[src/rtl/vga_timing_pattern_gen.sv]
// VGA timing generator with test-pattern engine; pixel rate set by an internal clock-enable divider.
// All outputs registered together, one clk after the divider terminal count; free-running, no backpressure.
module vga_timing_pattern_gen #(
    parameter int PIX_DIV  = 4,
    parameter int H_ACTIVE = 640,
    parameter int H_FP     = 16,
    parameter int H_SYNC   = 96,
    parameter int H_BP     = 48,
    parameter int V_ACTIVE = 480,
    parameter int V_FP     = 10,
    parameter int V_SYNC   = 2,
    parameter int V_BP     = 33,
    parameter bit HS_POL   = 1'b0,
    parameter bit VS_POL   = 1'b0,
    parameter int CNT_W    = 11,
    parameter int COLOR_W  = 4
) (
    input  logic                   clk,
    input  logic                   reset,
    input  logic [1:0]             mode,
    input  logic [3*COLOR_W-1:0]   fg_color,
    output logic                   pix_ce,
    output logic [CNT_W-1:0]       pix_x,
    output logic [CNT_W-1:0]       pix_y,
    output logic                   hsync,
    output logic                   vsync,
    output logic                   hblank,
    output logic                   vblank,
    output logic                   de,
    output logic                   line_start,
    output logic                   frame_start,
    output logic [COLOR_W-1:0]     vga_r,
    output logic [COLOR_W-1:0]     vga_g,
    output logic [COLOR_W-1:0]     vga_b
);

    typedef logic [CNT_W-1:0] cnt_t;

    localparam int   H_TOTAL  = H_ACTIVE + H_FP + H_SYNC + H_BP;
    localparam int   V_TOTAL  = V_ACTIVE + V_FP + V_SYNC + V_BP;
    localparam int   DIV_W    = (PIX_DIV > 1) ? $clog2(PIX_DIV) : 1;
    localparam logic [DIV_W-1:0] DIV_LAST = DIV_W'(PIX_DIV - 1);
    localparam cnt_t H_LAST   = cnt_t'(H_TOTAL - 1);
    localparam cnt_t V_LAST   = cnt_t'(V_TOTAL - 1);
    localparam cnt_t HA       = cnt_t'(H_ACTIVE);
    localparam cnt_t VA       = cnt_t'(V_ACTIVE);
    localparam cnt_t HA_LAST  = cnt_t'(H_ACTIVE - 1);
    localparam cnt_t VA_LAST  = cnt_t'(V_ACTIVE - 1);
    localparam cnt_t HS_BEG   = cnt_t'(H_ACTIVE + H_FP);
    localparam cnt_t HS_END   = cnt_t'(H_ACTIVE + H_FP + H_SYNC);
    localparam cnt_t VS_BEG   = cnt_t'(V_ACTIVE + V_FP);
    localparam cnt_t VS_END   = cnt_t'(V_ACTIVE + V_FP + V_SYNC);

    logic [DIV_W-1:0]     div_q, div_d;
    logic                 ce_q, ce_d;
    cnt_t                 x_q, x_d, y_q, y_d;
    logic                 hs_q, hs_d, vs_q, vs_d;
    logic                 hb_q, hb_d, vb_q, vb_d, de_q, de_d;
    logic                 ls_q, ls_d, fs_q, fs_d;
    logic [COLOR_W-1:0]   r_q, r_d, g_q, g_d, b_q, b_d;
    logic [1:0]           mode_q, mode_d;
    logic [3*COLOR_W-1:0] fg_q, fg_d;
    logic [2:0]           bar;

    // Position advance and once-per-frame pattern latch.
    always_comb begin
        ce_d  = (div_q == DIV_LAST);
        div_d = ce_d ? '0 : div_q + DIV_W'(1);
        x_d   = x_q;
        y_d   = y_q;
        if (ce_d) begin
            if (x_q == H_LAST) begin
                x_d = '0;
                y_d = (y_q == V_LAST) ? '0 : y_q + cnt_t'(1);
            end else begin
                x_d = x_q + cnt_t'(1);
            end
        end
        ls_d   = ce_d && (x_d == '0);
        fs_d   = ls_d && (y_d == '0);
        mode_d = fs_d ? mode : mode_q;
        fg_d   = fs_d ? fg_color : fg_q;
    end

    // Everything below is a function of the next position, so all outputs stay aligned.
    always_comb begin
        hb_d = (x_d >= HA);
        vb_d = (y_d >= VA);
        de_d = !hb_d && !vb_d;
        hs_d = ((x_d >= HS_BEG) && (x_d < HS_END)) ? HS_POL : !HS_POL;
        vs_d = ((y_d >= VS_BEG) && (y_d < VS_END)) ? VS_POL : !VS_POL;
        bar  = '0;
        for (int k = 1; k < 8; k++) begin
            if ({x_d, 3'b000} >= (CNT_W+3)'(k * H_ACTIVE)) bar = 3'(k);
        end
        r_d = '0;
        g_d = '0;
        b_d = '0;
        if (de_d) begin
            case (mode_d)
                2'd0: {r_d, g_d, b_d} = fg_d;
                2'd1: begin
                    r_d = {COLOR_W{~bar[1]}};
                    g_d = {COLOR_W{~bar[2]}};
                    b_d = {COLOR_W{~bar[0]}};
                end
                2'd2: if (x_d[5] ^ y_d[5]) {r_d, g_d, b_d} = fg_d;
                default: begin
                    if ((x_d[5:0] == 6'd0) || (y_d[5:0] == 6'd0) ||
                        (x_d == HA_LAST) || (y_d == VA_LAST)) begin
                        r_d = '1;
                        g_d = '1;
                        b_d = '1;
                    end
                end
            endcase
        end
    end

    always_ff @(posedge clk) begin
        if (reset) begin
            div_q  <= '0;
            ce_q   <= 1'b0;
            x_q    <= H_LAST;
            y_q    <= V_LAST;
            hs_q   <= !HS_POL;
            vs_q   <= !VS_POL;
            hb_q   <= 1'b1;
            vb_q   <= 1'b1;
            de_q   <= 1'b0;
            ls_q   <= 1'b0;
            fs_q   <= 1'b0;
            r_q    <= '0;
            g_q    <= '0;
            b_q    <= '0;
            mode_q <= 2'd0;
            fg_q   <= '1;
        end else begin
            div_q  <= div_d;
            ce_q   <= ce_d;
            x_q    <= x_d;
            y_q    <= y_d;
            hs_q   <= hs_d;
            vs_q   <= vs_d;
            hb_q   <= hb_d;
            vb_q   <= vb_d;
            de_q   <= de_d;
            ls_q   <= ls_d;
            fs_q   <= fs_d;
            r_q    <= r_d;
            g_q    <= g_d;
            b_q    <= b_d;
            mode_q <= mode_d;
            fg_q   <= fg_d;
        end
    end

    assign pix_ce      = ce_q;
    assign pix_x       = x_q;
    assign pix_y       = y_q;
    assign hsync       = hs_q;
    assign vsync       = vs_q;
    assign hblank      = hb_q;
    assign vblank      = vb_q;
    assign de          = de_q;
    assign line_start  = ls_q;
    assign frame_start = fs_q;
    assign vga_r       = r_q;
    assign vga_g       = g_q;
    assign vga_b       = b_q;

endmodule
[config.mk]
export PLATFORM = sky130hd
export DESIGN_NAME = vga_timing_pattern_gen
export DESIGN_NICKNAME = d
export VERILOG_FILES = /design/src/rtl/vga_timing_pattern_gen.sv
export SDC_FILE = /design/constraint.sdc
export NUM_CORES = 1
export LEC_CHECK = 0
export BUFFER_PORTS_ARGS = -buffer_cell sky130_fd_sc_hd__buf_2
export CORE_UTILIZATION = 30
export CTS_CLUSTER_SIZE = 8
export DETAILED_ROUTE_END_ITERATION = 10
export PLACE_DENSITY = 0.48
export SLEW_MARGIN = 20
export SYNTH_ARGS = -nofsm -noshare
export SYNTH_HDL_FRONTEND = slang
export SYNTH_SLANG_ARGS = --single-unit
[constraint.sdc]
create_clock -name clk -period 5.4 [get_ports clk]
set_clock_uncertainty 0.15 [all_clocks]
set_input_delay 0.27 -clock clk [delete_from_list [all_inputs] [get_ports clk]]
set_output_delay 0.27 -clock clk [all_outputs]
set_load 0.005 [all_outputs]
# [Word level (Yosys, flattened, before mapping)]
# Cells that the tools add are included.
[classes] n_bitwise=5 n_lt_le_gt_ge=13 eq_ne=7 n_mux=23 n_addsub=3 reduce_logical=17
[ops] operator="two-way mux 11 bit" n=5
[ops] operator=">= comparator 14 x 12 -> 1 bit (second input constant)" n=3
[ops] operator="case mux 4 bit (3 select lines)" n=3
[ops] operator="equality test 11 x 10 -> 1 bit (second input constant)" n=3
[ops] operator=">= comparator 14 x 11 -> 1 bit (second input constant)" n=2
[ops] operator="adder 11 x 1 -> 11 bit (second input constant)" n=2
[ops] operator=">= comparator 11 x 10 -> 1 bit (second input constant)" n=2
[ops] operator=">= comparator 11 x 9 -> 1 bit (second input constant)" n=2
[ops] operator="zero test 11 bit" n=2
[ops] operator="two-way mux 3 bit" n=6
[ops] operator="two-way mux 4 bit" n=4
[ops] operator=">= comparator 14 x 10 -> 1 bit (second input constant)" n=1
[ops] operator=">= comparator 14 x 13 -> 1 bit (second input constant)" n=1
[ops] operator="zero test 6 bit" n=2
[ops] operator="two-way mux 12 bit" n=1
[ops] operator="equality test 11 x 9 -> 1 bit (second input constant)" n=1
[ops] operator="less-than comparator 11 x 10 -> 1 bit (second input constant)" n=1
[ops] operator="less-than comparator 11 x 9 -> 1 bit (second input constant)" n=1
[ops] operator="logical AND 1 bit" n=5
[ops] operator="equality test 2 bit (second input constant)" n=2
[ops] operator="inverter 1 bit" n=4
[ops] operator="OR reduction 2 bit" n=2
[ops] operator="logical OR 1 bit" n=3
[ops] operator="two-way mux 1 bit" n=3
[ops] operator="6 further kinds" n=7
[totals] out_inout_bits=42 register_bits=58

# [Longest topological paths before layout]
# Gate-level depths: netlist (run 1).
[depth] depth_word=13 depth_mapped=14 mapped_depth_nobuf=11

# [Least setup slack after synthesis (run 1)]
# OpenSTA, ideal clock, no wires.
[synth_path] path_type="reg-to-reg" startpoint="register x_q[1] (netlist: pix_x[1])" endpoint="register r_q[3] (netlist: vga_r[3])" t_arrival_ps=3547 path_stages_with_launch=14 slack_ps=1589 t_required_ps=5136 path_buffers=3 cell_sequence="dfxtp_1 > ha_1 > clkbuf_1 > nand4_1 > xor2_1 > nand2_1 > or4_1 > or4_1 > or4b_1 > buf_4 > buf_2 > nand3_1 > o21ai_0 > a21o_1"
[synth_between] elab_chain_cells=12 elab_cells_between_ends=46 classes_between="add/sub: 1; order compare: 8; eq/ne: 5; mux: 15; bitwise: 3; reduce/logical: 14"
[synth_lines] element="start, declared" line="56" text="cnt_t x_q, x_d, y_q, y_d;"
[synth_lines] element="start signal, assigned" line="124" text="x_q <= H_LAST;"
[synth_lines] element="start signal, assigned" line="141" text="x_q <= x_d;"
[synth_lines] element="adder 11 x 1 -> 11 bit / equality test 11 x 10 -> 1 bit (equally long branches)" line="76, 72"
[synth_lines] element="two-way mux 11 bit" line="72" text="if (x_q == H_LAST) begin"
[synth_lines] element="two-way mux 11 bit" line="71" text="if (ce_d) begin"
[synth_lines] element=">= comparator 14 x 11 -> 1 bit" line="94" text="if ({x_d, 3'b000} >= (CNT_W+3)'(k * H_ACTIVE)) bar = 3'(k);"
[synth_lines] element="two-way mux 3 bit (6 in series)" line="94"
[synth_lines] element="inverter 1 bit" line="103" text="r_d = {COLOR_W{~bar[1]}};"
[synth_lines] element="case mux 4 bit (3 select lines)" line="100" text="case (mode_d)"
[synth_lines] element="end signal, assigned" line="150" text="r_q <= r_d;"
[synth_lines] element="end, declared" line="60" text="logic [COLOR_W-1:0] r_q, r_d, g_q, g_d, b_q, b_d;"
# Several ways; a longest one is shown, not always the timed one.
# A chain may end at the register's enable or synchronous reset.

# [Worst setup path after layout (run 1)]
[layout_path] startpoint="register x_q[0] (netlist: pix_x[0])" endpoint="register b_q[1] (netlist: vga_b[1])"
[layout_between] elab_chain_cells=13 elab_cells_between_ends=48 classes_between="add/sub: 1; order compare: 9; eq/ne: 5; mux: 16; bitwise: 3; reduce/logical: 14"
[layout_lines] element="adder 11 x 1 -> 11 bit / equality test 11 x 10 -> 1 bit (equally long branches)" line="76, 72"
[layout_lines] element="two-way mux 11 bit" line="72"
[layout_lines] element="two-way mux 11 bit" line="71"
[layout_lines] element=">= comparator 14 x 10 -> 1 bit" line="94"
[layout_lines] element="two-way mux 1 bit" line="94"
[layout_lines] element="two-way mux 3 bit (6 in series)" line="94"
[layout_lines] element="inverter 1 bit" line="105" text="b_d = {COLOR_W{~bar[0]}};"
[layout_lines] element="case mux 4 bit (3 select lines)" line="100"
[layout_lines] element="end signal, assigned" line="135" text="b_q <= '0;"
[layout_lines] element="end signal, assigned" line="152" text="b_q <= b_d;"
[layout_lines] element="end, declared" line="60"
# Several ways; a longest one is shown, not always the timed one.

==> reports/qor.csv, run 1 <==
metric;value;unit
outcome;finished with violations;
violations;design-rule violations;
synth_seq_cells;58;
worst_pin_slew;772;ps
yosysSeqAreaShare;34.9;%
endpoint_kind;flop;
synth_area_per_cell;8.11;µm²
power_leakage;1.69;nW
synthTopCellsByCount;dfxtp_1, nand2_1, nor2_1;
synth.most_common_cell;dfxtp_1;
synth_top_area_share;34.9;%
post-cts-setup-buffers;0;
start_util;30.7;%
cp_max_fo;18;
drv_cap;0;
finalWorstSetupSlack;702;ps
cp.arrival;4780;ps
hold_slack;9.38;ps
wl_per_cell;15.8;µm
swShare;30.2;%
path_class;flop to flop;
power.switching;0.333;mW
vias_per_cell;5.40;
grtUsageMet1;23.1;%
met2_usage;26.6;%
post-place-cells;584;
rrSetupSlack;700;ps
numPortBuffers;57;
r2r_cells;10;
drc;1;
async_flop_share;0;%
ir_drop;0.121;mV
yosys.area.top_type;dfxtp_1;
relSlewSlack;48.6;%
dieArea;11500;µm²
syn_nets;430;
clockBufferDepth;2;
fp.dieW;107;µm
start_kind;flop;
drtAntennaViolNets;0;
dp_hpwl;6.69;mm
whs_path_depth;3;
fmax;0.213;GHz
instances_no_fill;602;
grt_pass1_wl;15.1;mm
gr-total-overflow;0;
dr.pass1.iters;8;
cts.reportedPaths.clkPinSlew;70;ps
crit_required;5480;ps
syn_to_final_growth;19.1;%
top_usage_layer;met2;
seqPwrFrac;42.0;%
clockPowerShare;42.6;%
syn-cell-area;3330;µm²
insertion_delay;360;ps
nets;477;
intPower;0.770;mW
drv_slew;0;
power_frac_comb;15.3;%
antenna_found_initial;0;
rows;38;
dp_worst_setup_slack;708;ps
synth_edf_count;0;
ys.flop_type;dfxtp_1;
core_area;10800;µm²
fin_total_pwr;1.10;mW
finalHoldViolCount;0;
drive_above_1_share;22.1;%
finalInstanceArea;3960;µm²
power_density;278;nW/µm²
ys_top_cells_by_area;dfxtp_1, nand2_1, nor2_1, o21ai_0, nand3_1;
finalSetupViolCount;0;
cts-htree-levels;3;
final_util;36.6;%
tns;0;ps
grt_util_met3;2.48;%
ioPinCount;58;
finalCriticalPeriod;4700;ps
hold_path_class;input port to flop;
wl;9.49;mm
via_count;3251;
first_global_vias;2865;
cts_tree;yes;
netlist_instances;410;
period_share;87.0;%
yosysUniqueCellTypes;67;
yosysWarnings;0;
gp_congestion;0.830;
rsz0062_at_grt;no;
diodes;0;
cts_sinks;58;
die_y;107;µm
grt_use_total;17.1;%
grt_start_max_net_pins;43;
clockRootBuffer;clkbuf_8;
placed_cell_area;3720;µm²
cts_buffers;9;
drt_iter0_drc;246;
## cells in the final DEF (no fill, tap or decap), drive strengths merged, types with 3 or more instances in the layout
cell     n
nand2   39
nor3     9
or4      4
dfxtp   58
or2      6
nand2b   9
xor2     5
inv     16
a21oi   17
ha       4
a21o     6
nor2b    8
nand3   21
buf     64
a221oi   5
a31oi    3
xnor2    9
and4     9
a211oi   5
o21ai   23
mux2i    9
o211ai   3
clkbuf   9
nor2    37
nor4     5
and3     7
nor3b    3
nand4   15
a211o   10
## registers in the layout (all words and copies together) (netlist names)
register / cells
fg_q: 12
pix_x: 11
pix_y: 11
vga_b: 4
vga_g: 4
vga_r: 4
div_q: 2
mode_q: 2
de: 1
frame_start: 1
hblank: 1
hsync: 1
line_start: 1
pix_ce: 1
vblank: 1
vsync: 1
## critical path: stages, from the launching register on
cell and delay (ps):
dfxtp_1 530, ha_1 480, nand4_1 330, nor3_4 350, a21oi_2 160, or4_1 560, or4_1 450, or4b_1 870
nor2_4 330, a311o_1 250, o21ai_0 110
## layout make-up
cell class,count,area [µm²]
Fill cell,1167,6880
Multi-Input combinational cell,308,1990
Sequential cell,58,1160
Timing Repair Buffer,66,358
Tap cell,140,175
Clock buffer,9,124
Clock inverter,7,101
Inverter,14,52.6
## kinds of logic (layout without fill, tap and decap cells)
logic type	Yosys count	after routing	synth area share (%)
AND/OR/NAND/NOR	180	180	29.3
flip-flops	58	58	34.9
AO/OA/AOI/OAI	100	100	22.3
adder cells (fa/ha/maj)	5	5	1.81
XOR/XNOR	14	14	3.69
multiplexers	9	9	2.71
buffers and inverters	44	96	5.26
## power by group through the flow
stage	logic [mW]	clock network (mW)	registers [mW]
finish	0.169	0.470	0.464
global route	0.187	0.503	0.467
CTS	0.169	0.481	0.464
detailed placement	0.166	0	0.474
global placement	0.166	0	0.474
floorplan	0.123	0	0.461
## per-layer routing
layer	up-vias	share of wire, %
met3	13	4.7
met2	97	47
met5	-	0
li1	1598	-
met4	0	1.5
met1	1543	47
## path summary, 6_finish.rpt
| check | start | endpoint |
|---|---|---|
| max | pix_x[0] | vga_b[1] |
| min | fg_color[1] | fg_q[1] |
| max reg2reg | pix_x[0] | vga_b[1] |
| min reg2reg | div_q[0] | div_q[0] |
## timing repair
item,4_1_cts,5_1_grt
gates resized for setup,0,0
setup endpoints to repair,0,0
hold buffers,2,0
endpoints found under the hold margin,2,0
No activity file was read; power rests on OpenSTA's default activity.
==> run 2, diff against run 1 <==
--- a/config.mk
+++ b/config.mk
@@ -9,7 +9,6 @@
 export CORE_UTILIZATION = 30
 export CTS_CLUSTER_SIZE = 8
 export DETAILED_ROUTE_END_ITERATION = 10
-export PLACE_DENSITY = 0.48
 export SLEW_MARGIN = 20
 export SYNTH_ARGS = -nofsm -noshare
 export SYNTH_HDL_FRONTEND = slang
==> run 2 against run 1 <==
Against the previous run: the run now ends clean; first-iteration DRC count shrank 24%; setup slack worse by 50 ps; register-to-register slack got worse by 50 ps; via count down 1.4%; combinational power about the same; cell count decreased by 1.0%.
==> reports/qor.csv, run 2 (synthesis gave the netlist of run 1 again) <==
metric;value;unit
outcome;finished clean;
worst_pin_slew;782;ps
numPortBuffers;57;
cp.arrival;4820;ps
gp_congestion;0.837;
clockPowerShare;43.5;%
syn_to_final_growth;17.9;%
holdBufCountCts;0;
core_area;10800;µm²
finalSetupViolCount;0;
post_cts_resized;0;
power_frac_comb;14.9;%
drc;0;
seqPwrFrac;41.6;%
drive_above_1_share;21.1;%
wl_per_cell;15.3;µm
final_common_cell;dfxtp_1;
final_cell_mix;dfxtp_1, buf_2, nand2_1;
drt_iter0_drc;187;
start_kind;flop;
insertion_delay;340;ps
ioPinCount;58;
die_y;107;µm
instances_no_fill;596;
fin_total_pwr;1.12;mW
drv_slew;0;
cts_buffers;9;
cts_tree;yes;
grt_use_total;16.9;%
finalCriticalPeriod;4750;ps
clockRootBuffer;clkbuf_8;
cp_max_fo;16;
dieArea;11500;µm²
via_count;3205;
final_util;36.2;%
dr.pass1.iters;5;
fp.dieW;107;µm
path_class;flop to flop;
largest_register;fg_q;
power_density;285;nW/µm²
hold_slack;16.4;ps
post-cts-setup-buffers;0;
hold_path_class;input port to flop;
start_util;30.7;%
endpoint_kind;flop;
grt_pass1_wl;15.0;mm
intPower;0.810;mW
nets;471;
rsz0062_at_grt;no;
grt_start_max_net_pins;43;
relSlewSlack;47.8;%
post-place-cells;580;
drv_cap;0;
period_share;87.9;%
power_leakage;1.66;nW
cts_sinks;58;
fmax;0.211;GHz
cts.reportedPaths.clkPinSlew;70;ps
gr-total-overflow;0;
cts-htree-levels;3;
rows;38;
crit_required;5470;ps
drtAntennaViolNets;0;
finalHoldViolCount;0;
antenna_found_initial;0;
dp_hpwl;6.45;mm
largest_reg_flops;12;
tns;0;ps
first_global_vias;2955;
vias_per_cell;5.38;
clockBufferDepth;2;
swShare;27.5;%
ir_drop;0.104;mV
wl;9.12;mm
diodes;0;
power.switching;0.308;mW
run 2: cell type report:
cell class                      count  area (µm²)
Clock buffer                       11         131
Clock inverter                      5         103
Fill cell                        1139        6920
Inverter                           14        52.6
Multi-Input combinational cell    308        1990
Sequential cell                    58        1160
Tap cell                          140         175
Timing Repair Buffer               60         308
run 2: critical path, cell delays in order, from the launching register on:
cell and delay (ps):
dfxtp_1 540, ha_1 470, nand4_1 350, nor3_4 320, buf_4 250, nor3_1 100, or4_1 430, or4_1 420
or4b_1 890, nor2_4 340, a311o_1 250, o21ai_0 120
run 2: worst paths after layout:
check	startpoint	to	slack [ps]	depth (start not counted)
worst max register to register	pix_x[0]	vga_b[2]	650	11
worst max-delay path	pix_x[0]	vga_b[2]	650	11
worst min-delay path	fg_color[3]	fg_q[3]	20	3
worst min register to register	div_q[0]	div_q[0]	290	1
run 2: per-stage QoR:
step	area (µm²)	setup slack, ps
CTS	3920	667
global route	3920	342
detailed placement	3690	681
floorplan	3330	1590
global placement	3690	720
finish	3920	652
run 2: power by group through the flow:
stage	combinational [mW]	clock [mW]	sequential, mW
floorplan	0.123	0	0.461
global placement	0.163	0	0.473
detailed placement	0.164	0	0.474
CTS	0.165	0.497	0.464
global route	0.186	0.519	0.468
finish	0.166	0.487	0.464
run 2: routing by layer:
layer / GRT usage (%) / wire, µm
met5: 0 / 0
met2: 26.0 / 4150
met3: 4.42 / 412
met4: 5.87 / 139
met1: 22.8 / 4420
